## config.mk

```make
export PLATFORM = sky130hd
export DESIGN_NAME = dac_spi_tx
export DESIGN_NICKNAME = d
export VERILOG_FILES = /design/src/rtl/dac_spi_tx.sv
export SDC_FILE = /design/constraint.sdc
export NUM_CORES = 1
export LEC_CHECK = 0
export ABC_AREA = 1
export CAP_MARGIN = 20
export CORE_ASPECT_RATIO = 1.2
export CORE_UTILIZATION = 50
export DETAILED_ROUTE_END_ITERATION = 7
export MAX_ROUTING_LAYER = met4
export PLACE_DENSITY = 0.75
export SYNTH_ARGS = -nofsm -noshare
export SYNTH_HDL_FRONTEND = slang
export SYNTH_SLANG_ARGS = --single-unit
```

## constraint.sdc

```tcl
create_clock -name clk -period 3.36 [get_ports clk]
set_input_delay 0.672 -clock clk [delete_from_list [all_inputs] [get_ports clk]]
set_output_delay 0.672 -clock clk [all_outputs]
set_load 0.01 [all_outputs]
```

## src/rtl/dac_spi_tx.sv

```systemverilog
// dac_spi_tx: floor-truncates a Q(n-2).2 sample, saturates it to 12-bit offset-binary
// and shifts it MSB-first to an SPI DAC as a {CMD, code} 16-bit frame.
module dac_spi_tx #(
  parameter int          cant_bits = 25,
  parameter int          CLK_DIV   = 4,
  parameter logic [3:0]  CMD       = 4'b0011
) (
  input  logic                        clk,
  input  logic                        reset,
  input  logic signed [cant_bits-1:0] dato,
  input  logic                        start,
  output logic                        busy,
  output logic                        done,
  output logic                        dac_cs_n,
  output logic                        dac_sclk,
  output logic                        dac_mosi
);
  typedef enum logic [1:0] {IDLE, SETUP, SHIFT, HOLD} state_t;
  localparam logic [7:0] DIV_LAST = 8'(CLK_DIV - 1);
  localparam logic signed [cant_bits-1:0] SMAX = cant_bits'(2047);
  localparam logic signed [cant_bits-1:0] SMIN = cant_bits'(-2048);
  state_t state_q, state_d;
  logic [7:0] div_q, div_d;
  logic [4:0] half_q, half_d;
  logic [15:0] sh_q, sh_d;
  logic busy_q, busy_d, done_q, done_d, cs_n_q, cs_n_d, sclk_q, sclk_d;
  logic signed [cant_bits-1:0] ent;
  logic [11:0] sat;
  logic wrap;
  always_comb begin
    ent = dato >>> 2;
    sat = ent > SMAX ? 12'h7FF : ent < SMIN ? 12'h800 : ent[11:0];
    wrap = div_q == DIV_LAST;
    state_d = state_q;
    div_d = wrap ? 8'd0 : div_q + 8'd1;
    half_d = half_q;
    sh_d = sh_q;
    busy_d = busy_q;
    done_d = 1'b0;
    cs_n_d = cs_n_q;
    sclk_d = sclk_q;
    case (state_q)
      IDLE: begin
        div_d = 8'd0;
        if (start) begin
          state_d = SETUP;
          sh_d = {CMD, ~sat[11], sat[10:0]};
          busy_d = 1'b1;
          cs_n_d = 1'b0;
          half_d = 5'd0;
        end
      end
      SETUP: if (wrap) begin
        state_d = SHIFT;
        sclk_d = 1'b1;
      end
      SHIFT: if (wrap) begin
        half_d = half_q + 5'd1;
        if (half_q == 5'd31) begin
          state_d = HOLD;
          sclk_d = 1'b0;
          cs_n_d = 1'b1;
          sh_d = 16'd0;
        end else begin
          sclk_d = ~sclk_q;
          // data moves on the falling edge so it is centred on the next rising edge
          sh_d = sclk_q ? {sh_q[14:0], 1'b0} : sh_q;
        end
      end
      HOLD: if (wrap) begin
        state_d = IDLE;
        busy_d = 1'b0;
        done_d = 1'b1;
      end
      default: state_d = IDLE;
    endcase
  end
  always_ff @(posedge clk or posedge reset) begin
    if (reset) begin
      state_q <= IDLE;
      div_q <= 8'd0;
      half_q <= 5'd0;
      sh_q <= 16'd0;
      busy_q <= 1'b0;
      done_q <= 1'b0;
      cs_n_q <= 1'b1;
      sclk_q <= 1'b0;
    end else begin
      state_q <= state_d;
      div_q <= div_d;
      half_q <= half_d;
      sh_q <= sh_d;
      busy_q <= busy_d;
      done_q <= done_d;
      cs_n_q <= cs_n_d;
      sclk_q <= sclk_d;
    end
  end
  assign busy = busy_q;
  assign done = done_q;
  assign dac_cs_n = cs_n_q;
  assign dac_sclk = sclk_q;
  assign dac_mosi = sh_q[15];
endmodule
```

==> metrics <==
status=finished clean; Setup WS post-layout=1.276 ns; final count of hold timing violations=0; Switching Fraction=0.4390; worst slack, placed=1.118 ns; Finished Cell Area=2504 µm²; VDD IR max=0.0005002 V; Die ar.=4527 µm²; sequential-to-total area share from yosys stat=0.4116; Clock Latency Late Sink=0.29 ns; met2 Track Usage GR=0.3441; CP endpoint kind=register; slowest cell on the critical path=ha_1; Post-Synthesis Cell Area=2131 µm²; Post-synth EDFFs=0; Fin Clk Skew=0.004182 ns; CP Capture Point=sh_q[14]; Max-cap violations=0; Worst EP arrival=2.30 ns; met3 GRT Util=0.03345; pwr dens=737.5 nW/µm²; post-route ant nets=0; Wirelength per Cell=10.55 µm; leakage=1.207 nW; min cycle time layout=2.084 ns; final setup vio count=0; Startpoint Class=register; Sequential Area=877.1 µm²; dpl cells=356; io pins=33; DRT Wirelength=3839 µm; critical path class=reg2reg; Hold WC Path Type=reg2reg; P_sw=0.0008105 W; Peak Freq=479.9 MHz; Area Overhead vs Synth=17.50%; hold buffers post-CTS=0; max incr delay on CP=0.46 ns; Setup Buffers After CTS=0; RSZ-0062 raised after global routing=false; Pint=0.001036 W; Slew Limit Headroom=0.6635; Final nets=344; Total GRT Usage=0.2130; HPWL after DPL=2781 µm; clock sink total=35; vias in the first global route=1703; die height=73.51 µm; clock root buffer=clkbuf_8; Worst Tran Pin Value=0.5047 ns; Yosys Warn Count=0; clock slew at reported path FFs=0.07 ns; vias post-DR=1784; total grt overflow=0; row cnt=25; post-route insts no fill=364; busiest grt layer=met2; DRT Pass-1 Iters=4; WP data required=3.58 ns; #FFs+latches synth=35; H-tree depth=2; Post-Syn Nets=317; Slew Limit Fails=0; Tcrit/Tclk final=0.6201; Filler cells=387; M1 GR Usage=0.2607; crit-path max FO=21; Seq pwr share=0.349; Mapped Cells=282; Antenna Diode Count=0; Initial Util=0.5322; power share of the combinational group=0.490; CTS tree=built; DRT iter0 DRCs=95; Die Width=61.59 µm; I/O Buffers=30; share of cells above drive strength 1=0.1065; first-pass GRT wire length=7072 µm; setup slack, reg-to-reg=1.28 ns; crit-path cells=inv_1 -> ha_1 -> inv_4 -> nor2_4 -> nand2_2 -> nand3_4 -> nand2_1 -> o21ai_2; setup TNS=0 ns; post-DR vias/cell=4.901; Core Area=4004 µm²; largest net degree at the start of global routing=36; RR Endpoint=sh_q[14]; ys flop type=dfrtp_1; post-synth cell types=33; initial antenna violation count=0; syn_area_per_cell=7.556 µm²; Area after DPL=2420 µm²; reg2reg start=state_q[0]; beginning of the critical path=state_q[0]; Clock power frac=0.161; Async S/R FF share, synth=1.000; CTS Buf Count=5; CTS Buffer Depth=2; PostCTS Resize Cnt=0; # DRC=0; r2r worst-path depth=8; Multi-input gate area=1033 µm²; Routability Congestion=0.8001
## synth_stat cells, types with 3 or more instances
| master | number | area, µm² |
|---|---|---|
| nand3_1 | 20 | 100.1 |
| dfrtp_1 | 34 | 850.8 |
| a21oi_1 | 3 | 15.01 |
| buf_6 | 5 | 56.30 |
| o21ai_2 | 5 | 43.79 |
| nand2_1 | 92 | 345.3 |
| o21ai_0 | 3 | 15.01 |
| nand4_1 | 11 | 68.82 |
| nor2_4 | 4 | 45.04 |
| nor2_1 | 32 | 120.1 |
| ha_1 | 7 | 87.58 |
| buf_2 | 3 | 15.01 |
| nand2_2 | 4 | 25.02 |
| o21ai_1 | 5 | 25.02 |
| inv_1 | 32 | 120.1 |
## final cells by class
type	count	share of cell area
Clock buffer	5	0.02749
Clock inverter	3	0.005997
Inverter	35	0.05347
Multi-Input combinational cell	201	0.4128
Sequential cell	35	0.3503
Tap cell	54	0.02699
Timing Repair Buffer	31	0.1229
## state kept, by name (all words and copies together) (netlist names)
name      flops
state_q       2
div_q         8
dac_cs_n      1
half_q        5
done          1
sh_q         16
dac_sclk      1
busy          1
## power by group through the flow
stage	combinational [W]	clock, W	sequential [W]
2_1_floorplan	0.000804	0	0.000643
3_3_place_gp	0.000893	0	0.000647
3_5_place_dp	0.000916	0	0.000651
4_1_cts	0.000919	0.000307	0.000644
5_1_grt	0.00104	0.000322	0.000662
6_report	0.000905	0.000297	0.000645
## cells in the final DEF, fill, tap and decap left out, types with 2 or more instances in the layout
cell type,n
nor2_1,32
a21oi_1,3
nand4_1,11
o21ai_2,5
nor2_4,4
ha_1,7
o21ai_0,3
clkdlybuf4s50_1,30
o21ai_1,5
dfrtp_1,34
clkinv_2,3
nand3_1,20
xor2_1,2
clkbuf_8,5
inv_2,2
nand2_4,2
inv_1,32
nand2_1,92
nand2_2,4
## cell families (layout without fill, tap and decap cells)
group | count (synthesis) | in the layout | share of synthesized area
compound gates | 20 | 20 | 0.06107
flops | 35 | 35 | 0.4116
buf+inv | 46 | 74 | 0.1034
simple gates | 171 | 171 | 0.3705
xor+xnor | 3 | 3 | 0.01233
fa+ha+maj | 7 | 7 | 0.04110
## worst max-delay path: cells and delay by family, from the launching register on
family	cells	cell delay, ns
AO/OA/AOI/OAI	1	0.07
adder cells (fa/ha/maj)	1	0.46
buffers and inverters	2	0.27
flip-flops	1	0.41
AND/OR/NAND/NOR	4	0.79
## layer usage
layer / part of all wire / vias up
met3: 0.036 / 6
met5: 0 / -
met2: 0.50 / 37
met4: 0.0089 / 0
li1: - / 932
met1: 0.45 / 809
## worst min path at each step
stage	startpoint	endpoint	slack, ns	cells after the start
floorplan	div_q[0]	div_q[0]	0.43	1
global placement	div_q[0]	div_q[0]	0.45	1
detailed placement	div_q[0]	div_q[0]	0.46	1
CTS	div_q[0]	div_q[0]	0.47	1
global route	busy	busy	0.49	2
finish	div_q[0]	div_q[0]	0.47	1
## through the flow
stage / hold slack, ns / utilization / total power, W
2_1_floorplan: 0.4328 / - / 0.001447
3_3_place_gp: 0.4465 / 0.6044 / 0.001540
3_5_place_dp: 0.4606 / 0.6044 / 0.001567
4_1_cts: 0.4706 / 0.6253 / 0.001870
5_1_grt: 0.4927 / 0.6253 / 0.002025
6_report: 0.4656 / 0.6253 / 0.001846
Note: power is estimated with default switching activity, not from simulation.
